### src/rtl/lcd_msg_pkg.sv
// Shared message codes and scheduler state type for the LCD message scheduler.
package lcd_msg_pkg;

  localparam logic [3:0] WELCOME = 4'h0;
  localparam logic [3:0] IDEN    = 4'h1;
  localparam logic [3:0] PWRD    = 4'h2;
  localparam logic [3:0] OPTIONS = 4'h3;
  localparam logic [3:0] GAME    = 4'h4;
  localparam logic [3:0] SCORES  = 4'h5;
  localparam logic [3:0] TEAM    = 4'hF;

  typedef enum logic [1:0] {
    IDLE,
    SHOW_MIN,
    SHOW,
    LINGER
  } state_e;

endpackage

### src/rtl/lcd_tick_gen.sv
// Free-running prescaler producing a one-cycle dwell tick every CLK_DIV clocks.
module lcd_tick_gen
  import lcd_msg_pkg::*;
#(
  parameter int CLK_DIV = 60000
) (
  input  logic clk_i,
  input  logic rst_i,
  output logic tick_o
);

  localparam int DW = (CLK_DIV > 1) ? $clog2(CLK_DIV) : 1;

  logic [DW-1:0] cnt_q;
  logic          wrap;

  assign wrap   = (cnt_q == DW'(CLK_DIV - 1));
  assign tick_o = wrap;

  always_ff @(posedge clk_i or posedge rst_i) begin
    if (rst_i) begin
      cnt_q <= '0;
    end else if (wrap) begin
      cnt_q <= '0;
    end else begin
      cnt_q <= cnt_q + DW'(1);
    end
  end

endmodule

### src/rtl/lcd_msg_scheduler.sv
// Shares one LCD among NREQ requesters with protected dwell, preemption and idle banner fallback.
// Build option: define LCD_SCHED_RR_EN for round-robin arbitration; fixed priority otherwise.
module lcd_msg_scheduler
  import lcd_msg_pkg::*;
#(
  parameter int         NREQ         = 4,
  parameter int         CLK_DIV      = 60000,
  parameter int         MIN_HOLD     = 800,
  parameter int         IDLE_TIMEOUT = 4000,
  parameter logic [3:0] DEFAULT_CODE = TEAM
) (
  input  logic                CLK,
  input  logic                RST,
  input  logic [NREQ-1:0]     REQ,
  input  logic [4*NREQ-1:0]   REQ_CODE,
  output logic [NREQ-1:0]     GNT,
  output logic [3:0]          LCD_CHAR_ARRAY,
  output logic                SWITCH,
  output logic                BUSY
);

  localparam int MAX_COUNT = (MIN_HOLD > IDLE_TIMEOUT) ? MIN_HOLD : IDLE_TIMEOUT;
  localparam int CW        = $clog2(MAX_COUNT + 1);
  localparam int IW        = (NREQ > 1) ? $clog2(NREQ) : 1;

  state_e          state_q, state_d;
  logic [NREQ-1:0] gnt_q, gnt_d;
  logic [3:0]      code_q, code_d;
  logic            switch_q, busy_q;
  logic [CW-1:0]   dwell_q, dwell_d;
  logic [CW-1:0]   linger_q, linger_d;

  logic            tick;
  logic [3:0]      reqCode [NREQ];
  logic [3:0]      ownerCode;
  logic            ownerReq;
  logic            codeChanged;
  logic [NREQ-1:0] others;
  logic [NREQ-1:0] cand;
  logic [IW-1:0]   winIdx;
  logic [3:0]      winCode;
  logic            doGrant, doTrack, doDefault;
  logic            dwellDone, lingerDone;

  lcd_tick_gen #(
    .CLK_DIV (CLK_DIV)
  ) u_tick (
    .clk_i  (CLK),
    .rst_i  (RST),
    .tick_o (tick)
  );

  for (genvar g = 0; g < NREQ; g++) begin : g_code
    assign reqCode[g] = REQ_CODE[4*g +: 4];
  end

  always_comb begin
    ownerCode = '0;
    for (int i = 0; i < NREQ; i++) begin
      if (gnt_q[IW'(i)]) ownerCode = ownerCode | reqCode[IW'(i)];
    end
  end

  assign ownerReq    = |(REQ & gnt_q);
  assign others      = REQ & ~gnt_q;
  assign codeChanged = ownerReq && (ownerCode != code_q);
  assign dwellDone   = (dwell_q >= CW'(MIN_HOLD));
  assign lingerDone  = (linger_q >= CW'(IDLE_TIMEOUT));

`ifdef LCD_SCHED_RR_EN
  logic [IW-1:0] ptr_q;

  // Scan backwards so the last hit is the first candidate after the previous grantee.
  always_comb begin
    winIdx = '0;
    for (int k = NREQ - 1; k >= 0; k--) begin
      if (cand[IW'((int'(ptr_q) + 1 + k) % NREQ)]) winIdx = IW'((int'(ptr_q) + 1 + k) % NREQ);
    end
  end

  always_ff @(posedge CLK or posedge RST) begin
    if (RST) begin
      ptr_q <= IW'(NREQ - 1);
    end else if (doGrant) begin
      ptr_q <= winIdx;
    end
  end
`else
  always_comb begin
    winIdx = '0;
    for (int k = NREQ - 1; k >= 0; k--) begin
      if (cand[IW'(k)]) winIdx = IW'(k);
    end
  end
`endif

  assign winCode = reqCode[winIdx];

  always_comb begin
    state_d   = state_q;
    cand      = '0;
    doGrant   = 1'b0;
    doTrack   = 1'b0;
    doDefault = 1'b0;
    case (state_q)
      IDLE: begin
        if (|REQ) begin
          cand    = REQ;
          doGrant = 1'b1;
          state_d = SHOW_MIN;
        end
      end
      SHOW_MIN: begin
        // A retargeted owner code restarts protection before expiry is considered.
        if (codeChanged) begin
          doTrack = 1'b1;
        end else if (dwellDone) begin
          if (|others) begin
            cand    = others;
            doGrant = 1'b1;
          end else if (ownerReq) begin
            state_d = SHOW;
          end else begin
            state_d = LINGER;
          end
        end
      end
      SHOW: begin
        if (|others) begin
          cand    = others;
          doGrant = 1'b1;
          state_d = SHOW_MIN;
        end else if (!ownerReq) begin
          state_d = LINGER;
        end else if (codeChanged) begin
          doTrack = 1'b1;
          state_d = SHOW_MIN;
        end
      end
      LINGER: begin
        if (|REQ) begin
          cand    = REQ;
          doGrant = 1'b1;
          state_d = SHOW_MIN;
        end else if (lingerDone) begin
          doDefault = 1'b1;
          state_d   = IDLE;
        end
      end
      default: state_d = IDLE;
    endcase
  end

  always_comb begin
    gnt_d    = gnt_q;
    code_d   = code_q;
    dwell_d  = (tick && (dwell_q != '1)) ? dwell_q + CW'(1) : dwell_q;
    linger_d = (tick && (linger_q != '1)) ? linger_q + CW'(1) : linger_q;
    if (doGrant) begin
      gnt_d         = '0;
      gnt_d[winIdx] = 1'b1;
      code_d        = winCode;
      dwell_d       = '0;
    end
    if (doTrack) begin
      code_d  = ownerCode;
      dwell_d = '0;
    end
    if ((state_d == LINGER) && (state_q != LINGER)) begin
      gnt_d    = '0;
      linger_d = '0;
    end
    if (doDefault) code_d = DEFAULT_CODE;
  end

  always_ff @(posedge CLK or posedge RST) begin
    if (RST) begin
      state_q  <= IDLE;
      gnt_q    <= '0;
      code_q   <= DEFAULT_CODE;
      switch_q <= 1'b0;
      busy_q   <= 1'b0;
      dwell_q  <= '0;
      linger_q <= '0;
    end else begin
      state_q  <= state_d;
      gnt_q    <= gnt_d;
      code_q   <= code_d;
      switch_q <= (code_d != code_q);
      busy_q   <= (state_d == SHOW_MIN) || (state_d == SHOW);
      dwell_q  <= dwell_d;
      linger_q <= linger_d;
    end
  end

  assign GNT            = gnt_q;
  assign LCD_CHAR_ARRAY = code_q;
  assign SWITCH         = switch_q;
  assign BUSY           = busy_q;

endmodule

### config.mk
export PLATFORM = sky130hd
export DESIGN_NAME = lcd_msg_scheduler
export DESIGN_NICKNAME = d
export VERILOG_FILES = /design/src/rtl/lcd_msg_pkg.sv /design/src/rtl/lcd_tick_gen.sv /design/src/rtl/lcd_msg_scheduler.sv
export SDC_FILE = /design/constraint.sdc
export NUM_CORES = 1
export LEC_CHECK = 0
export CAP_MARGIN = 5
export CORE_ASPECT_RATIO = 0.6
export CORE_MARGIN = 2
export CORE_UTILIZATION = 57
export DETAILED_ROUTE_END_ITERATION = 6
export PLACE_DENSITY = 0.8
export SYNTH_ARGS = -nofsm -noshare
export SYNTH_HDL_FRONTEND = slang
export SYNTH_SLANG_ARGS = --single-unit
export TNS_END_PERCENT = 1
### constraint.sdc
create_clock -name CLK -period 3.55 [get_ports CLK]
set_input_delay 0.355 -clock CLK [delete_from_list [all_inputs] [get_ports CLK]]
set_output_delay 0.355 -clock CLK [all_outputs]
set_load 0.01 [all_outputs]
==> results of run 1 <==
[registers in the layout, summed over array words and instances (netlist names)]
name / cells
SWITCH: 1
LCD_CHAR_ARRAY: 4
GNT: 2
dwell_q: 12
linger_q: 12
u_tick.cnt_q: 16
BUSY: 1
state_q: 2
[power by group through the flow]
stage          sequential, mW  clock [mW]  combinational (mW)
6_report                0.806       0.338               0.935
5_1_grt                 0.823       0.376                1.01
4_1_cts                 0.804       0.348               0.928
3_5_place_dp            0.813           0               0.923
3_3_place_gp            0.808           0               0.896
2_1_floorplan           0.768           0               0.679
[critical path, delay by kind of cell, from the launching register on]
kind	cells	cell delay, ps
and+or+nand+nor	3	1040
AOI/OAI and AO/OA	4	850
DFF	1	590
adders and majority gates	1	200
xor gates and xnor gates	1	180
[stage by stage]
step	total power [mW]	TNS (ps)
after floorplan	1.448	0
after global placement	1.705	0
after detailed placement	1.736	-139.8
after CTS	2.079	0
after global routing	2.212	0
final	2.078	0
[kinds of logic (layout without fill, tap and decap cells)]
| logic type | after synthesis | count (layout) | share of synthesized area [%] |
|---|---|---|---|
| adder cells (fa/ha/maj) | 10 | 10 | 3.992 |
| AND/OR/NAND/NOR | 142 | 142 | 23.43 |
| XOR/XNOR | 39 | 39 | 11.86 |
| buffers and inverters | 24 | 54 | 3.632 |
| AO/OA/AOI/OAI | 49 | 49 | 12.42 |
| multiplexers | 14 | 14 | 4.471 |
| flip-flops | 50 | 50 | 40.08 |
| other | 1 | 2 | 0.1196 |
[worst paths after layout]
path	to	slack [ps]	depth (start not counted)
worst min-delay path	u_tick.cnt_q[0]$_DFF_PP0_	490	1
worst max register to register	linger_q[2]$_DFFE_PP0P_	550	9
max in group asynchronous	dwell_q[1]$_DFFE_PP0P_	2310	2
worst min register to register	u_tick.cnt_q[0]$_DFF_PP0_	490	1
min in group asynchronous	u_tick.cnt_q[6]$_DFF_PP0_	600	2
worst max-delay path	linger_q[2]$_DFFE_PP0P_	550	9
[per-layer routing]
| metal | part of all wire (%) | track usage [%] | wire (um) | up-vias |
|---|---|---|---|---|
| li1 | - | - | - | 1218 |
| met1 | 53 | 36.19 | 3485 | 1181 |
| met2 | 40 | 32.63 | 2678 | 62 |
| met3 | 5.6 | 5.448 | 368 | 10 |
| met4 | 1.3 | 7.045 | 85 | 0 |
| met5 | 0 | 0 | 0 | - |
[synthesized netlist by cell type (all sizes together), types with 2 or more instances]
master,number
nor3,3
a21o,2
nand3,9
and4,2
nor4,5
a22o,2
nand2,17
nor2,50
or4,2
o41ai,2
buf,5
inv,14
dfstp,4
a211oi,5
dfrtp,46
xor2,24
and3,14
or3,4
nand4,15
nor2b,4
o21ai,10
mux2i,14
clkbuf,5
a31oi,2
ha,10
a21oi,10
a22oi,6
xnor2,15
nand2b,14
o22ai,3
[final cells by class]
cell class,count,area share [%]
Inverter,14,1.484
Clock buffer,6,2.049
Sequential cell,50,35.48
Multi-Input combinational cell,256,50.00
Tap cell,66,2.332
Clock inverter,2,0.3887
Timing Repair Buffer,32,8.269
==> run metrics, run 1 <==
Worst Hold Class=flip-flop to flip-flop; IO Count=32; final non-filler cell area=between 0.003 and 0.004 mm^2; Final period util=a little over four fifths; die area=roughly 0.0061 mm^2; global-route wire length before repair=roughly 11000 um; top cell type's share of synthesized area=between 30% and 40%; vias in the first global route=between 2000 and 2500; status=finished clean; Final GP Congestion=approximately 0.85; Final Core Density=~70%; worst slew pin tran=roughly 1000 ps; Rows=20; Post-DP HPWL=approximately 4700 um; # hold bufs at CTS=0; clk_lat worst skew=310 ps; RSZ-0062 raised after global routing=false; IR drop worst, VDD=0.2985 mV; placed cell area=0.003452 mm^2; number of fillers in the final layout=390; die height=a little over 60 um; Fmax=approximately 330 MHz; Worst Path Arrival=about 3200 ps; fin worst setup slack=about 550 ps; final net count=approximately 390; initial drt markers=between 150 and 200; Synth area leaders=dfrtp_1 37%, xor2_1 6.7%, nor2_1 6.0%; Total Wirelength=roughly 6600 um; most common cell after layout, fill and taps aside=nor2_1; Post CTS Setup Buffer Count=0; Hold Fails Final Rpt=0; Avg Cell Area, Syn=roughly 9.5 um^2; Worst setup SP type=flip-flop; CP max-delay cell=dfrtp_1; post-route ant nets=0; total CTS buffers=5; Critical R2R Launch=GNT[0]$_DFFE_PP0P_; core area=slightly above 0.005 mm^2; via count=between 2000 and 2500; Comb pwr share=around 45%; clock buffer depth=2; Pint=approximately 1.2 mW; dpl cells=418; Pwr Density=just under 600 mW/mm^2; Tmin final=between 3000 and 4000 ps; Seq cells post-synth=50; Starting Density=about three fifths; area leader, netlist=dfrtp_1; crit path from=GNT[0]$_DFFE_PP0P_; drt wl/cell=15.53 um; number of gates resized after CTS=0; Yosys cell types=51; DRC=0; H-tree Lvls=2; Critical Path RT=3720 ps; die width=around 100 um; max_cap viols=0; max incr delay on CP=slightly below 600 ps; pins over their slew limit=0; initial antenna violation count=0; Setup CP Type=flip-flop to flip-flop; Crit Path Max Fanout=14; EDFF count, synth=0; grt ovf=0; worst slack, placed=-22.11 ps; ys async rst share=100.0%; Seq/Total Area, Yosys=between 40 and 50%; footprint of the multi-input gates=0.001770 mm^2; largest net degree at the start of global routing=51; Hold Path Origin=u_tick.cnt_q[0]$_DFF_PP0_; DR pass1 iterations=4; Most used DFF post-synth=dfrtp_1; worst hold margin=about 490 ps; share of post-route cells with drive strength above 1=roughly 11%; clock power share=between 10% and 20%; Post-Syn Area=0.003134 mm^2; antenna cells=0; clk slew on worst S/H paths=approximately 100 ps; Gate Count Post-Synth=~330; TritonCTS clock tree=yes; Switching Fraction=40.01%; register share of total power=around two fifths; CTS Root Cell=clkbuf_8; CTS sink cnt=50; slew margin rel.=31.86%; port buffer count=21; CP endpoint kind=flip-flop; worst-path cell chain=a22oi_2, xnor2_2, nor4_2, a21boi_0, o32a_1, o32ai_1, ha_1, nor2b_2, nor2_1; FF+latch area=0.001256 mm^2; leak pwr=1.561 nW; skew final=roughly 14 ps; most frequent cells in the layout=50 x nor2_1, 46 x dfrtp_1, 24 x xor2_1; Final Non-Filler Cells=426; area delta synth->final=12.97%; synth warn=0; Tot GR Track Use=23.43%; setup violators final=0; drt via density=a little under 6; P_sw=0.8316 mW
Note: power is estimated with default switching activity, not from simulation.
==> inputs of run 2 (changes only) <==
CORE_UTILIZATION = 52   (was 57)
PLACE_DENSITY = 0.77   (was 0.8)
clock period = 2.55 ns   (was 3.55 ns; I/O delays follow)
==> run metrics, run 2 (synthesis results as in run 1) <==
Worst setup SP type=flip-flop (unchanged); Setup TNS=-718.7 ps (was 0 ps); H-tree Lvls=2 (unchanged); leak pwr=1.790 nW (was 1.561 nW); die width=104.2 um (was 99.73 um); RSZ-0062 raised after global routing=true (was false); CP delay by family, top=compound AO/OA/AOI/OAI gates (was simple AND/OR/NAND/NOR gates); clk slew on worst S/H paths=90 ps (was 100 ps); port buffer count=21 (unchanged); initial antenna violation count=0 (unchanged); core area=0.005702 mm^2 (was 0.005180 mm^2); P_sw=1.291 mW (was 0.8316 mW); # hold bufs at CTS=0 (unchanged); Critical Path RT=2730 ps (was 3720 ps); initial drt markers=240 (was 158); Pwr Density=838.7 mW/mm^2 (was 586.9 mW/mm^2); most frequent cells in the layout=50 x nor2_1, 47 x buf_4, 44 x dfrtp_1 (was 50 x nor2_1, 46 x dfrtp_1, 24 x xor2_1); Switching Fraction=38.86% (was 40.01%); Rows=21 (was 20); IO Count=32 (unchanged); top flop regs=u_tick.cnt_q (16), dwell_q (12), linger_q (12) (unchanged); Hold Fails Final Rpt=0 (unchanged); buffer and inverter count on the worst path=3 (was 0); Worst Path Arrival=2790 ps (was 3170 ps); Fmax=383.3 MHz (was 333.2 MHz); global-route wire length before repair=12420 um (was 11060 um); clock power share=14.4% (was 16.3%); R2R Setup Slk=-60 ps (was 550 ps); Final period util=102.3% (was 84.54%); CP max-delay cell=o41ai_4 (was dfrtp_1); placed cell area=0.003735 mm^2 (was 0.003452 mm^2); vias in the first global route=2626 (was 2214); antenna cells=0 (unchanged); area delta synth->final=26.35% (was 12.97%); IR drop worst, VDD=0.5232 mV (was 0.2985 mV); pins over their slew limit=0 (unchanged); drt wl/cell=15.45 um (was 15.53 um); Post-DP HPWL=5458 um (was 4747 um); FF+latch area=0.001259 mm^2 (was 0.001256 mm^2); worst slew pin tran=669.9 ps (was 1021 ps); Setup CP Type=flip-flop to flip-flop (unchanged); via count=2716 (was 2471); slew margin rel.=55.17% (was 31.86%); Largest Register=u_tick.cnt_q (unchanged); DR pass1 iterations=4 (unchanged); die height=64.14 um (was 61.44 um); Comb pwr share=54.2% (was 45.0%); Tmin final=2609 ps (was 3001 ps); max reg flops=16 (unchanged); clk_lat worst skew=310 ps (about the same); CP endpoint kind=flip-flop (unchanged); Tot GR Track Use=23.53% (was 23.43%); footprint of the multi-input gates=0.001821 mm^2 (was 0.001770 mm^2); final net count=432 (was 391); max incr delay on CP=470 ps (was 590 ps); TritonCTS clock tree=yes (unchanged); status=finished with violations (was finished clean); post-route ant nets=0 (unchanged); share of post-route cells with drive strength above 1=21.95% (was 10.83%); max_cap viols=0 (unchanged); die area=0.006685 mm^2 (was 0.006127 mm^2); Pint=2.031 mW (was 1.247 mW); final non-filler cell area=0.003960 mm^2 (was 0.003541 mm^2); grt ovf=0 (unchanged); clock buffer depth=2 (unchanged); number of fillers in the final layout=435 (was 390); Worst Hold Class=primary input to asynchronous set/reset pin (was flip-flop to flip-flop); fin worst setup slack=-58.71 ps (was 548.9 ps); total CTS buffers=5 (unchanged); drt via density=5.647 (was 5.800); skew final=7.391 ps (was 14.01 ps); Starting Density=54.97% (was 60.51%); Total Wirelength=7432 um (was 6617 um); setup violators final=16 (was 0); most common cell after layout, fill and taps aside=nor2_1 (unchanged); worst-path cell chain=buf_6, a22oi_2, xnor2_2, buf_4, o41ai_4, a32oi_4, buf_12, mux2i_1, o41ai_1, a31oi_1 (was a22oi_2, xnor2_2, nor4_2, a21boi_0, o32a_1, o32ai_1, ha_1, nor2b_2, nor2_1); CTS sink cnt=50 (unchanged); Crit Path Max Fanout=12 (was 14); CTS Root Cell=clkbuf_8 (unchanged); failing checks=setup timing; largest net degree at the start of global routing=51 (unchanged); register share of total power=31.4% (was 38.8%); DRC=0 (unchanged); Final GP Congestion=0.9131 (was 0.8484)
==> run 2: changes by cell type in the layout (fill, tap and decap cells not counted), moves of 2 or more <==
cell      change
buf_6         +3
buf_12        +2
a211oi_1      -2
a211oi_2      +2
dfrtp_1       -2
buf_4        +36
dfrtp_2       +2
==> run 2: area by class of cell <==
class	count	share of cell area [%]
clock buffers	7	2.180
repair buffers	73	16.08
inverters	14	1.327
multi-input cells	256	45.97
clock inverters	1	0.1264
well taps	80	2.528
flip-flops and latches	50	31.79
==> run 2: tightest hold or removal path, stage by stage <==
cell             delay (ps)
clkdlybuf4s50_1         410
inv_2                    70
buf_12                  250
==> run 2: path summary, 6_finish.rpt <==
path | startpoint | endpoint | cells past startpoint
hold / removal | RST | linger_q[2]$_DFFE_PP0P_ | 3
hold reg to reg | u_tick.cnt_q[0]$_DFF_PP0_ | u_tick.cnt_q[0]$_DFF_PP0_ | 1
setup reg to reg | GNT[0]$_DFFE_PP0P_ | SWITCH$_DFF_PP0_ | 10
max in group asynchronous | RST | LCD_CHAR_ARRAY[3]$_DFF_PP1_ | 3
min in group CLK | u_tick.cnt_q[0]$_DFF_PP0_ | u_tick.cnt_q[0]$_DFF_PP0_ | 1
setup / recovery | GNT[0]$_DFFE_PP0P_ | SWITCH$_DFF_PP0_ | 10
==> run 2: timing repair <==
action	4_1_cts	5_1_grt
setup buffers	2	7
pin swaps	7	14
resized for setup	5	9
setup endpoints to repair	19	19
==> run 2: metal layers <==
layer,part of all wire [%],GRT usage (%),vias to the layer above
met4,1.5,7.601,0
met1,50,35.82,1328
met2,42,33.63,77
met5,0,0,-
li1,-,-,1299
met3,6.8,4.286,12
==> run 2: metrics by stage <==
stage / hold slack, ps / utilization, % / setup slack [ps] / cells / power (mW)
2_1_floorplan: 451.3 / - / 5.340 / 330 / 2.049
3_3_place_gp: 475.3 / 65.50 / -270.1 / 464 / 2.631
5_1_grt: 343.8 / 69.45 / -198.5 / 481 / 3.518
4_1_cts: 310.9 / 67.94 / -58.11 / 474 / 3.203
3_5_place_dp: 483.6 / 65.50 / -331.4 / 464 / 2.675
6_report: 292.9 / 69.45 / -58.71 / 481 / 3.321
==> run 2: power groups by stage <==
stage               combinational, mW  sequential [mW]  clock, mW
floorplan                       0.977             1.07          0
global placement                 1.57             1.06          0
detailed placement               1.61             1.06          0
CTS                              1.66             1.05      0.493
global route                     1.94             1.05      0.522
finish                           1.80             1.04      0.479
